[src/rtl/cpu_pkg.sv]
// cpu_pkg: register control codes, opcodes, ALU selects and sequencer states shared across the CPU
package cpu_pkg;
  localparam logic [2:0] HOLD   = 3'b000;
  localparam logic [2:0] LOAD   = 3'b001;
  localparam logic [2:0] SHIFTR = 3'b010;
  localparam logic [2:0] SHIFTL = 3'b011;
  localparam logic [2:0] RESET  = 3'b100;
  localparam logic [2:0] OP_CLR = 3'b000;
  localparam logic [2:0] OP_LDX = 3'b001;
  localparam logic [2:0] OP_ADD = 3'b010;
  localparam logic [2:0] OP_SUB = 3'b011;
  localparam logic [2:0] OP_SHR = 3'b100;
  localparam logic [2:0] OP_SHL = 3'b101;
  localparam logic [2:0] OP_MOV = 3'b110;
  localparam logic [2:0] OP_RSV = 3'b111;
  localparam logic [1:0] ULA_ADD  = 2'b00;
  localparam logic [1:0] ULA_SUB  = 2'b01;
  localparam logic [1:0] ULA_PASS = 2'b10;
  typedef enum logic [1:0] {IDLE, EXEC, WB, SHIFT} state_t;
endpackage

[src/rtl/micro_sequencer.sv]
// micro_sequencer: expands one accepted instruction into registered per-cycle X/Y/Z control codes
module micro_sequencer
  import cpu_pkg::*;
#(
  parameter int CODE_W = 3,
  parameter int CNT_W  = 2
) (
  input  logic                 clk,
  input  logic                 rst,
  input  logic                 instr_valid,
  output logic                 instr_ready,
  input  logic [CNT_W+2:0]     instr,
  output logic [CODE_W-1:0]    Tx,
  output logic [CODE_W-1:0]    Ty,
  output logic [CODE_W-1:0]    Tz,
  output logic [1:0]           ula_op,
  output logic                 done,
  output logic                 illegal
);
  state_t           state;
  logic [2:0]       op;
  logic [CNT_W-1:0] cnt;
  logic [2:0]       opc;
  logic [CNT_W-1:0] n;
  assign opc = instr[CNT_W+2:CNT_W];
  assign n = instr[CNT_W-1:0];
  assign instr_ready = state == IDLE;
  // Sequencer FSM: outputs default to HOLD every cycle and are overridden only in the listed control cycles
  always_ff @(posedge clk) begin
    if (rst) begin
      state <= IDLE;
      op <= OP_CLR;
      cnt <= '0;
      Tx <= HOLD;
      Ty <= HOLD;
      Tz <= HOLD;
      ula_op <= ULA_ADD;
      done <= 1'b0;
      illegal <= 1'b0;
    end else begin
      Tx <= HOLD;
      Ty <= HOLD;
      Tz <= HOLD;
      ula_op <= ULA_ADD;
      done <= 1'b0;
      illegal <= 1'b0;
      case (state)
        IDLE: if (instr_valid) begin
          op <= opc;
          cnt <= n;
          state <= EXEC;
          case (opc)
            OP_CLR: begin
              Tx <= RESET;
              Ty <= RESET;
              Tz <= RESET;
              done <= 1'b1;
            end
            OP_LDX: begin
              Tx <= LOAD;
              done <= 1'b1;
            end
            OP_ADD, OP_SUB: begin
              Ty <= LOAD;
              ula_op <= opc == OP_SUB ? ULA_SUB : ULA_ADD;
            end
            OP_SHR, OP_SHL: if (n != '0) begin
              state <= SHIFT;
              Tz <= opc == OP_SHL ? SHIFTL : SHIFTR;
              done <= n == CNT_W'(1);
            end else begin
              done <= 1'b1;
            end
            OP_MOV: begin
              Tz <= LOAD;
              ula_op <= ULA_PASS;
              done <= 1'b1;
            end
            default: begin
              illegal <= 1'b1;
              done <= 1'b1;
            end
          endcase
        end
        EXEC: if (op == OP_ADD || op == OP_SUB) begin
          state <= WB;
          Tz <= LOAD;
          ula_op <= op == OP_SUB ? ULA_SUB : ULA_ADD;
          done <= 1'b1;
        end else begin
          state <= IDLE;
        end
        WB: state <= IDLE;
        SHIFT: if (cnt == CNT_W'(1)) begin
          state <= IDLE;
          cnt <= '0;
        end else begin
          cnt <= cnt - CNT_W'(1);
          Tz <= op == OP_SHL ? SHIFTL : SHIFTR;
          done <= cnt == CNT_W'(2);
        end
        default: state <= IDLE;
      endcase
    end
  end
endmodule

[config.mk]
export PLATFORM = sky130hd
export DESIGN_NAME = micro_sequencer
export DESIGN_NICKNAME = d
export VERILOG_FILES = /design/src/rtl/cpu_pkg.sv /design/src/rtl/micro_sequencer.sv
export SDC_FILE = /design/constraint.sdc
export NUM_CORES = 1
export LEC_CHECK = 0
export BUFFER_PORTS_ARGS = -buffer_cell sky130_fd_sc_hd__buf_2
export CORE_MARGIN = 5
export CORE_UTILIZATION = 52
export CTS_BUF_LIST = sky130_fd_sc_hd__clkbuf_8
export DETAILED_ROUTE_END_ITERATION = 8
export PLACE_DENSITY = 0.8
export SYNTH_ARGS = -nofsm -noshare
export SYNTH_HDL_FRONTEND = slang
export SYNTH_SLANG_ARGS = --single-unit
[constraint.sdc]
create_clock -name clk -period 1.3 [get_ports clk]
set_input_delay 0.065 -clock clk [delete_from_list [all_inputs] [get_ports clk]]
set_output_delay 0.065 -clock clk [all_outputs]
set_load 0.01 [all_outputs]
# Yosys cells after proc, flatten, opt, wreduce, memory -nomap -nowiden
# Index checks and enable logic that the tools add are counted.
# word_totals
out_inout_bits	14
mem_bits_rw	0
inputBits	8
latchBits	0
word_cells	73
memories	0
romBits	0
ff_bits	20
# classes
n_div	0
n_mul	0
eq_ne	17
reduce_logical	12
n_bitwise	2
addsub	1
n_mux	32
n_lt_le_gt_ge	0
shifts	0
# ops
cell	count
two-way mux 2 bit	10
one-hot mux 3 bit (3 select lines)	2
equality test 3 x 2 -> 1 bit (second input constant)	4
equality test 3 bit (second input constant)	4
one-hot mux 2 bit (2 select lines)	3
one-hot mux 3 bit (2 select lines)	2
two-way mux 1 bit	11
one-hot mux 2 bit (4 select lines)	1
OR reduction 7 bit	1
equality test 2 x 1 -> 1 bit (second input constant)	3
equality test 2 bit (second input constant)	3
AND reduction 2 bit	3
!= test 2 bit (second input constant)	2
nonzero test 2 bit	2
OR reduction 2 bit	2
equality test 3 x 1 -> 1 bit (second input constant)	1
zero test 3 bit	1
two-way mux 3 bit	1
one-hot mux 1 bit (3 select lines)	1
OR reduction 3 bit	1
zero test 2 bit	1
inverter 1 bit	2
one-hot mux 1 bit (2 select lines)	1
subtractor 2 x 1 -> 2 bit (second input constant)	1
logical OR 1 bit	1

# Logic depth before layout (Yosys ltp)
# Gate-level depths: netlist (run 1).
# logic_depth
word_depth	6
ltp_mapped	6
depth_no_buf	6

# Worst setup path before layout (run 1)
# No wires, ideal clock.
# synth_timing
path_kind	reg-to-reg
from	register state[1]
to	register ula_op[0]
setup_slack_ns	0.091
stages_incl_launch_ff	6
setup_ns	0.067
arrival_ns	1.142
required_ns	1.233
path_buffers	1
cell_sequence	dfxtp_1 buf_4 nor2_4 nand2_4 or3_4 o21ai_2
# synth_between
elab_chain_len	2
# synth_rtl
element	line	rtl
start: declaration	micro_sequencer.sv:20	state_t state;
start signal: assignment	micro_sequencer.sv:31	state <= IDLE;
start signal: assignment	micro_sequencer.sv:51	state <= EXEC;
start signal: assignment	micro_sequencer.sv:68	state <= SHIFT;
zero test 2 bit	--	
via instr_ready	micro_sequencer.sv:11	output logic instr_ready,
one-hot mux 2 bit (2 select lines)	micro_sequencer.sv:47	case (state)
end signal: assignment	micro_sequencer.sv:65	ula_op <= opc == OP_SUB ? ULA_SUB : ULA_ADD;
end signal: assignment	micro_sequencer.sv:88	ula_op <= op == OP_SUB ? ULA_SUB : ULA_ADD;
end: declaration	micro_sequencer.sv:16	output logic [1:0] ula_op,
# The timed path passes the listed nets, and every way through them passes these cells.
# A chain may end at the register's enable or synchronous reset.

# Worst setup path after layout (run 1)
# layout_timing
from	register cnt[1]
to	register Tz[0]
# layout_between
elab_chain_len	3
# layout_rtl
element	line	rtl
start: declaration	micro_sequencer.sv:22	logic [CNT_W-1:0] cnt;
start signal: assignment	micro_sequencer.sv:50	cnt <= n;
start signal: assignment	micro_sequencer.sv:98	cnt <= cnt - CNT_W'(1);
equality test 2 x 1 -> 1 bit	micro_sequencer.sv:94	SHIFT: if (cnt == CNT_W'(1)) begin
two-way mux 2 bit	micro_sequencer.sv:94	
one-hot mux 3 bit (3 select lines)	micro_sequencer.sv:47	
end signal: assignment	micro_sequencer.sv:69	Tz <= opc == OP_SHL ? SHIFTL : SHIFTR;
end signal: assignment	micro_sequencer.sv:99	Tz <= op == OP_SHL ? SHIFTL : SHIFTR;
end: declaration	micro_sequencer.sv:15	output logic [CODE_W-1:0] Tz,
# No other way between the ends.

==> impl_metrics.py, run 1 <==
metrics = {
    "outcome": {
        "outcome": "finished clean",
    },
    "synthesis": {
        "ys_warn_count": 0,
        "ys_top_cells_by_area": "dfxtp_1, a21oi_1, buf_4",
        "synthCells": 82,
        "synth.distinct_cells": 31,
        "yosysMostFrequentCell": "dfxtp_1",
        "synthTopCellsByCount": "dfxtp_1, a21oi_1, nand2_1, buf_4, inv_1",
        "ys_ff_latch": 17,
        "synth_edf_count": 0,
        "synth_seq_area_share_pct": 43.2,
        "synth_ff_type": "dfxtp_1",
        "syn_area_per_cell_sq_um": 9.60,
        "syn_area_sq_um": 787,
        "yosysTopAreaCell": "dfxtp_1",
        "synth_top_area_share_pct": 43.2,
        "synthArstFlopShare_pct": 0,
    },
    "power": {
        "p_sw_mw": 0.292,
        "power.share.clock_pct": 35.0,
        "powerDensity_nw_per_um2": 1160,
        "p_int_mw": 0.828,
        "pwr-share-seq_pct": 50.4,
        "cellLeakagePower_nw": 0.426,
        "combinationalPowerShare_pct": 14.6,
        "vdd_drop_max_mv": 0.593,
        "swShare_pct": 26.1,
    },
    "setup_path": {
        "start_kind": "register",
        "arrival_ns": 1.47,
        "slowest_stage": "dfxtp_2",
        "reg2reg_depth": 6,
        "rr_endpoint": "Tz[0]$_SDFF_PP0_",
        "max_stage_delay_ns": 0.35,
        "crit_fanout": 3,
        "crit_family": "flip-flops",
        "cp.required_ns": 1.48,
        "rr_startpoint": "cnt[1]$_SDFFE_PP0P_",
        "path_cells": "inv_1, ha_2, nor2b_2, a41oi_2, o22ai_1, nor2b_1",
        "critPathBufInv": 1,
        "r2r_slack_ns": 0.01,
        "crit_type": "register to register",
        "end_kind": "register",
    },
    "final_layout": {
        "fin_cells": 121,
        "multi_input_area_sq_um": 392,
        "post-route-util_pct": 65.4,
        "fill_cells": 108,
        "num_antenna_cells": 0,
        "drive_above_1_share_pct": 44.8,
        "nNetsFinal": 116,
        "syn_to_final_growth_pct": 22.3,
        "seq_area_sq_um": 345,
        "design_area_sq_um": 962,
    },
    "worst_hold_path": {
        "min_from": "instr[4]",
        "worstHoldEndpoint": "Ty[0]$_SDFF_PP0_",
        "min_path_type": "primary input to register",
        "hold_path_depth": 2,
    },
    "detailed_routing": {
        "vias": 674,
        "ant_nets": 0,
        "wl_um": 1780,
        "firstDrtPassIters": 4,
        "drt_iter0_drc": 22,
        "wl_per_cell_um": 14.7,
        "vias_per_cell": 5.57,
        "drc": 0,
    },
    "placed_design": {
        "postPlaceCellArea_sq_um": 868,
        "dp.final_hpwl_um": 1120,
        "dp_cells": 113,
        "gp_congestion": 0.824,
        "portBuffers": 19,
    },
    "sta": {
        "setup_violations": 0,
        "finalCritPeriodShare_pct": 98.9,
        "skew_ns": 0.00435,
        "hold-worst-slack_ns": 0.0789,
        "max_freq_mhz": 778,
        "setup_tns_ns": 0,
        "timing_hold_violations_final": 0,
        "slew_violations": 0,
        "fin_crit_ns": 1.29,
    },
    "clocking": {
        "htreeDepth": 1,
        "cts_tree": "done",
        "cts.sinks": 17,
        "clk_latency_ns": 0.25,
        "cts_inserted_buffers": 3,
        "cts_root_buffer": "clkbuf_8",
        "clockBufferDepth": 2,
        "path_clk_slew_ns": 0.07,
    },
    "die": {
        "die_h_um": 48.9,
        "start_util_pct": 53.5,
        "rows": 14,
        "design.die.area_sq_um": 2390,
        "pin_count": 22,
        "dieWidth_um": 48.9,
        "coreArea_sq_um": 1470,
    },
    "global_routing": {
        "grt_pass1_wl_um": 2760,
        "grt_overflow": 0,
        "grt_usage_pct": 14.5,
        "grt_pass1_vias": 646,
        "grt_max_degree": 13,
        "antenna_found_initial": 0,
    },
    "job": {
        "cap_violations": 0,
    },
}
[worst max path at each step]
stage                                     start                   end  slack, ns  cells after the start
after global routing        cnt[1]$_SDFFE_PP0P_      Tz[0]$_SDFF_PP0_      -0.01                      6
final                       cnt[1]$_SDFFE_PP0P_      Tz[0]$_SDFF_PP0_       0.01                      6
after global placement    state[0]$_SDFFE_PP0P_  ula_op[0]$_SDFF_PP0_       0.07                      4
after CTS                 state[0]$_SDFFE_PP0P_      Tz[0]$_SDFF_PP0_       0.01                      4
after detailed placement  state[1]$_SDFFE_PP0P_      Tz[0]$_SDFF_PP0_       0.01                      4
after floorplan           state[1]$_SDFFE_PP0P_  ula_op[0]$_SDFF_PP0_       0.09                      5
[per-stage QoR]
stage | power, mW | setup WS [ns]
6_report | 1.12 | 0.0145
5_1_grt | 1.15 | -0.0110
4_1_cts | 1.11 | 0.0129
3_5_place_dp | 0.715 | 0.0124
3_3_place_gp | 0.712 | 0.0735
2_1_floorplan | 0.677 | 0.0909
[per-layer routing]
layer | track usage (%) | vias up | share of wire [%]
met5 | 0 | - | 0
met4 | 9.87 | 0 | 2.5
met3 | 3.06 | 8 | 5.6
met2 | 24.6 | 27 | 50
met1 | 16.0 | 317 | 42
li1 | - | 322 | -
[power groups by stage]
| stage | clock network, mW | logic, mW | registers [mW] |
|---|---|---|---|
| 4_1_cts | 0.393 | 0.152 | 0.563 |
| 5_1_grt | 0.411 | 0.176 | 0.568 |
| 3_3_place_gp | 0 | 0.140 | 0.572 |
| 2_1_floorplan | 0 | 0.106 | 0.571 |
| 3_5_place_dp | 0 | 0.142 | 0.573 |
| 6_report | 0.392 | 0.164 | 0.565 |
[cells in the final DEF, fill, tap and decap left out, types with 2 or more instances in the layout]
cell      count
o22ai_1       2
dfxtp_1      13
dfxtp_2       4
conb_1        2
nand2b_1      2
mux2i_1       2
buf_2        19
inv_1         5
nor2b_1       2
nor3_2        3
nand2_1       9
nand3_1       2
nor3_1        3
a21oi_1       9
buf_4         6
clkbuf_8      3
[cells by family (layout without fill, tap and decap cells)]
kind of cell,after synthesis,after routing,synth area share (%)
compound gates,18,18,15.6
fa+ha+maj,2,2,3.18
other cells,1,2,0.476
buf+inv,12,34,9.06
mux,2,2,2.54
flops,17,17,43.2
simple gates,30,30,25.9
[flip-flops by register name (all words and copies together) (netlist names)]
name,count
Tx,1
Ty,2
Tz,3
cnt,2
done,1
illegal,1
op,3
state,2
ula_op,2
[worst register-to-register path: cells and delay by family, from the launching register on]
kind / cells / cell delay, ns
flops: 1 / 0.35
simple gates: 2 / 0.30
fa+ha+maj: 1 / 0.18
compound gates: 2 / 0.35
buf+inv: 1 / 0.05
[cell type report]
cell class | instances | area share [%]
repair buffers | 25 | 14.6
clock inverters | 1 | 0.520
inverters | 5 | 1.95
flip-flops and latches | 17 | 35.9
multi-input cells | 54 | 40.7
clock buffers | 3 | 4.29
well taps | 16 | 2.08
[timing repair]
action                     in CTS  in global routing
hold buffers                    0                  0
setup endpoints to repair       1                  3
buffers inserted                2                  2
pin swaps                       2                  3
hold endpoints to repair        0                  0
gates resized for setup         5                  2
Power figures use the tool's default switching activity.
==> inputs of run 2 (changes only) <==
CORE_ASPECT_RATIO = 1.1   (was default)
SETUP_SLACK_MARGIN = 0.2   (was default)
==> run 2 against run 1 <==
  * Non-clock buffer count grew 2
  * Cell area grew 8.2%
  * Combinational power grew 18%
  * Register-to-register slack gained 0.12 ns
  * Count of clock-buffer cells in the layout is the same
  * Fmax grew 10%
  * Setup slack gained 0.12 ns
  * Global-route usage grew 3.7 points
  * Utilization grew 8.9 points
==> impl_metrics.py, run 2 (synthesis results as in run 1) <==
metrics = {
    "sta": {
        "fin_crit_ns": 1.16,
        "rsz0062_at_grt": "true",
        "finalCritPeriodShare_pct": 89.6,
        "slew_violations": 0,
        "skew_ns": 0.00237,
        "setup_violations": 0,
        "max_freq_mhz": 859,
        "timing_hold_violations_final": 0,
        "setup_tns_ns": 0,
    },
    "final_layout": {
        "design_area_sq_um": 1040,
        "reg_top3": "Tz: 3 flops, op: 3 flops",
        "syn_to_final_growth_pct": 32.3,
        "num_antenna_cells": 0,
        "layout_common_cells": "buf_2, dfxtp_1, nand2_1",
        "nNetsFinal": 118,
        "drive_above_1_share_pct": 53.3,
        "final_common_cell": "buf_2",
        "fin_cells": 123,
    },
    "setup_path": {
        "reg2reg_depth": 4,
        "slowest_stage": "dfxtp_1",
        "crit_fanout": 4,
        "rr_startpoint": "op[1]$_SDFFE_PP0P_",
        "end_kind": "register",
        "r2r_slack_ns": 0.14,
        "crit_type": "register to register",
        "path_cells": "nor3b_2, a21oi_1, o22ai_1, nor2b_1",
        "rr_endpoint": "done$_SDFF_PP0_",
        "cp-startpoint": "op[1]$_SDFFE_PP0P_",
        "start_kind": "register",
        "crit_family": "simple AND/OR/NAND/NOR gates",
        "max_stage_delay_ns": 0.37,
        "cp.required_ns": 1.49,
        "critPathBufInv": 0,
        "arrival_ns": 1.35,
    },
    "power": {
        "vdd_drop_max_mv": 0.867,
        "powerDensity_nw_per_um2": 1090,
        "cellLeakagePower_nw": 0.449,
    },
    "detailed_routing": {
        "drc": 0,
        "vias": 689,
        "drt_iter0_drc": 18,
        "wl_um": 1990,
        "ant_nets": 0,
        "wl_per_cell_um": 16.2,
        "vias_per_cell": 5.60,
        "firstDrtPassIters": 4,
    },
    "global_routing": {
        "grt_max_degree": 13,
        "antenna_found_initial": 0,
        "grt_usage_pct": 18.2,
        "grt_pass1_vias": 718,
        "grt_pass1_wl_um": 3100,
        "grt_overflow": 0,
    },
    "clocking": {
        "path_clk_slew_ns": 0.06,
        "cts_inserted_buffers": 3,
        "htreeDepth": 1,
        "cts_root_buffer": "clkbuf_8",
        "clockBufferDepth": 2,
        "ctsHoldBuffers": 0,
        "clk_latency_ns": 0.25,
        "cts_tree": "done",
        "cts.sinks": 17,
    },
    "outcome": {
        "outcome": "finished clean",
    },
    "die": {
        "design.die.area_sq_um": 2390,
        "dieWidth_um": 47.1,
        "die_h_um": 50.8,
        "rows": 14,
        "pin_count": 22,
        "start_util_pct": 56.2,
        "coreArea_sq_um": 1400,
    },
    "worst_hold_path": {
        "hold_path_depth": 2,
        "min_path_type": "primary input to register",
        "worstHoldEndpoint": "Ty[2]$_SDFF_PP0_",
        "min_from": "instr[2]",
    },
    "placed_design": {
        "portBuffers": 19,
        "gp_congestion": 0.861,
        "postPlaceCellArea_sq_um": 877,
        "dp_cells": 114,
        "dp.final_hpwl_um": 1220,
    },
    "job": {
        "cap_violations": 0,
    },
}
run 2: cell count changes in the layout (fill, tap and decap cells not counted), sizes merged:
cell and delta:
buf +2, clkinv -1, inv +1
run 2: worst max-delay path by stage:
stage                                       to  slack [ns]  cells past startpoint
final                          done$_SDFF_PP0_        0.14                      4
after global routing           done$_SDFF_PP0_        0.03                      4
after CTS                     Tz[0]$_SDFF_PP0_        0.13                      6
after detailed placement  ula_op[0]$_SDFF_PP0_        0.05                      4
after global placement    ula_op[0]$_SDFF_PP0_        0.09                      4
after floorplan           ula_op[0]$_SDFF_PP0_        0.11                      5
run 2: area by class of cell:
cell class	count	area, sq um
clock buffer	3	41.3
inverter	5	18.8
clock inverter	1	3.75
multi-input combinational	54	438
tap	16	20.0
timing repair buffer	27	166
sequential	17	353
fill	108	360
run 2: where the power goes:
part           internal (mW)  switching (mW)  total (mW)  leakage, nW
combinational         0.0866           0.107       0.193        0.281
clock                  0.210           0.175       0.385       0.0269
sequential             0.540          0.0215       0.562        0.141
run 2: what timing repair did:
action / in CTS / in global routing
resized for setup: 9 / 15
setup endpoints to repair: 17 / 16
hold endpoints to repair: 0 / 0
buffers inserted: 4 / 1
cloned: 0 / 0
pin swaps: 3 / 8
run 2: stage by stage:
| stage | total power [mW] | utilization, % | setup WS [ns] | hold WS (ns) |
|---|---|---|---|---|
| after global routing | 1.20 | 74.3 | 0.0280 | 0.0938 |
| after CTS | 1.12 | 70.0 | 0.134 | 0.0820 |
| final | 1.14 | 74.3 | 0.136 | 0.0844 |
| after detailed placement | 0.720 | 62.6 | 0.0478 | 0.321 |
| after global placement | 0.716 | 62.6 | 0.0875 | 0.314 |
| after floorplan | 0.679 | - | 0.112 | 0.144 |
run 2: routing by layer:
| layer | wire [um] | track usage (%) |
|---|---|---|
| met5 | 0 | 0 |
| met4 | 41 | 10.1 |
| met3 | 135 | 3.21 |
| met2 | 990 | 28.7 |
| met1 | 820 | 22.5 |
run 2: worst reg2reg max path, stage by stage (launching register included):
cell,delay (ns)
dfxtp_1,0.37
nor3b_2,0.33
a21oi_1,0.09
o22ai_1,0.16
nor2b_1,0.15
==> inputs of run 3 (changes only) <==
CORE_UTILIZATION = 49   (was 52)
CTS_BUF_LIST = default   (was sky130_fd_sc_hd__clkbuf_8)
PLACE_DENSITY = 0.76   (was 0.8)
==> run 3 against run 2 <==
  * Combinational power increased by 7%
  * Hold slack got worse by 0.071 ns
  * Clock skew increased by 0.0045 ns
  * Global-route usage decreased by 1.6 points
  * First-iteration DRC count unchanged
  * Wire length decreased by 6.4%
  * Sequential cell count unchanged
  * Setup slack improved by 0.021 ns
  * Sequential share of layout area decreased by 0.44 points
  * Register-to-register slack improved by 0.02 ns
  * Clock power decreased by 22%
==> impl_metrics.py, run 3 (synthesis results as in run 1) <==
metrics = {
    "sta": {
        "timing_hold_violations_final": 0,
        "max_freq_mhz": 874,
        "setup_tns_ns": 0,
        "finalCritPeriodShare_pct": 88.0,
        "fin_crit_ns": 1.14,
        "skew_ns": 0.00690,
        "fin_ws_ns": 0.156,
        "setup_violations": 0,
        "rsz0062_at_grt": "true",
        "slew_violations": 0,
    },
    "placed_design": {
        "portBuffers": 19,
        "dp.final_hpwl_um": 1150,
        "place_ws_ns": 0.0472,
        "gp_congestion": 0.790,
    },
    "clocking": {
        "clk_latency_ns": 0.30,
        "cts_inserted_buffers": 3,
        "path_clk_slew_ns": 0.11,
        "cts_root_buffer": "clkbuf_4",
        "cts_tree": "done",
        "clockBufferDepth": 2,
        "cts.sinks": 17,
        "htreeDepth": 1,
    },
    "detailed_routing": {
        "wl_um": 1860,
        "vias": 687,
        "wl_per_cell_um": 14.6,
        "ant_nets": 0,
        "drt_iter0_drc": 18,
        "vias_per_cell": 5.41,
        "drc": 0,
        "firstDrtPassIters": 4,
    },
    "power": {
        "powerDensity_nw_per_um2": 1010,
        "vdd_drop_max_mv": 0.653,
        "cellLeakagePower_nw": 0.456,
    },
    "global_routing": {
        "grt_overflow": 0,
        "grt_pass1_wl_um": 2900,
        "grt_max_degree": 13,
        "grt_pass1_vias": 639,
        "grt_usage_pct": 16.6,
        "antenna_found_initial": 0,
    },
    "setup_path": {
        "arrival_ns": 1.40,
        "slowest_stage": "dfxtp_4",
        "crit_fanout": 5,
        "cp.required_ns": 1.55,
        "path_cells": "nor3b_4, buf_6, nand2_2, o22ai_1, nor2b_1",
        "end_kind": "register",
        "start_kind": "register",
        "crit_type": "register to register",
        "max_stage_delay_ns": 0.39,
    },
    "die": {
        "pin_count": 22,
        "coreArea_sq_um": 1540,
        "start_util_pct": 51.1,
        "rows": 15,
        "dieWidth_um": 48.2,
        "die_h_um": 52.0,
        "design.die.area_sq_um": 2510,
    },
    "final_layout": {
        "reg_top3": "Tz: 3 flops, op: 3 flops",
        "fill_cells": 116,
        "final_common_cell": "buf_2",
        "syn_to_final_growth_pct": 34.5,
        "nNetsFinal": 121,
        "drive_above_1_share_pct": 56.4,
        "num_antenna_cells": 0,
        "layout_common_cells": "buf_2, dfxtp_1, buf_4",
    },
    "job": {
        "cap_violations": 0,
    },
    "worst_hold_path": {
        "min_path_type": "primary input to register",
    },
    "outcome": {
        "outcome": "finished clean",
    },
}
## run 3: changes by cell type in the layout (fill, tap and decap cells not counted), sizes merged
cell,before,now
buf,27,30
clkbuf,3,4
inv,6,5
## run 3: final timing paths
path	from	to	slack, ns	cells past startpoint
max reg2reg	state[0]$_SDFFE_PP0P_	Tz[0]$_SDFF_PP0_	0.16	5
max	state[0]$_SDFFE_PP0P_	Tz[0]$_SDFF_PP0_	0.16	5
min reg2reg	op[1]$_SDFFE_PP0P_	op[1]$_SDFFE_PP0P_	0.49	2
min	instr[4]	Ty[0]$_SDFF_PP0_	0.01	2
## run 3: area by class of cell
type | count | area (sq um) | area share (%)
Timing Repair Buffer | 30 | 185 | 17.5
Multi-Input combinational cell | 54 | 453 | 42.8
Inverter | 5 | 18.8 | 1.77
Sequential cell | 17 | 354 | 33.5
Tap cell | 17 | 21.3 | 2.01
Clock buffer | 4 | 26.3 | 2.48
## run 3: stage by stage
stage               instance area [sq um]  instances  total power, mW  hold WS [ns]  util, %
floorplan                             796         83            0.679         0.144        -
global placement                      878        115            0.717         0.322     57.1
detailed placement                    878        115            0.719         0.319     57.1
CTS                                   983        124             1.02        0.0196     63.9
global route                         1060        127             1.11        0.0361     68.8
finish                               1060        127             1.07        0.0131     68.8
## run 3: layer usage
| layer | GRT usage, % | vias to the layer above | share of wire (%) |
|---|---|---|---|
| met5 | 0 | - | 0 |
| met2 | 25.0 | 26 | 48 |
| met1 | 20.6 | 322 | 41 |
| met4 | 9.42 | 0 | 3.4 |
| met3 | 4.15 | 6 | 7.2 |
| li1 | - | 333 | - |
## run 3: timing repair
item | in CTS | in global routing
endpoints found under the setup margin | 17 | 15
resized for setup | 12 | 15
buffers inserted | 5 | 3
hold endpoints to repair | 0 | 0
hold buffers | 0 | 0
pin swaps | 3 | 9
## run 3: report_power, final
part | leakage [nW] | total (mW) | internal [mW] | switching (mW)
combinational | 0.300 | 0.206 | 0.0982 | 0.108
clock | 0.0150 | 0.300 | 0.120 | 0.180
sequential | 0.141 | 0.562 | 0.540 | 0.0217
## run 3: worst max-delay path: cells and delay by family, from the launching register on
kind | cells | cell delay (ns)
and+or+nand+nor | 3 | 0.46
DFF | 1 | 0.39
AOI/OAI and AO/OA | 1 | 0.10
buffers and inverters | 1 | 0.15
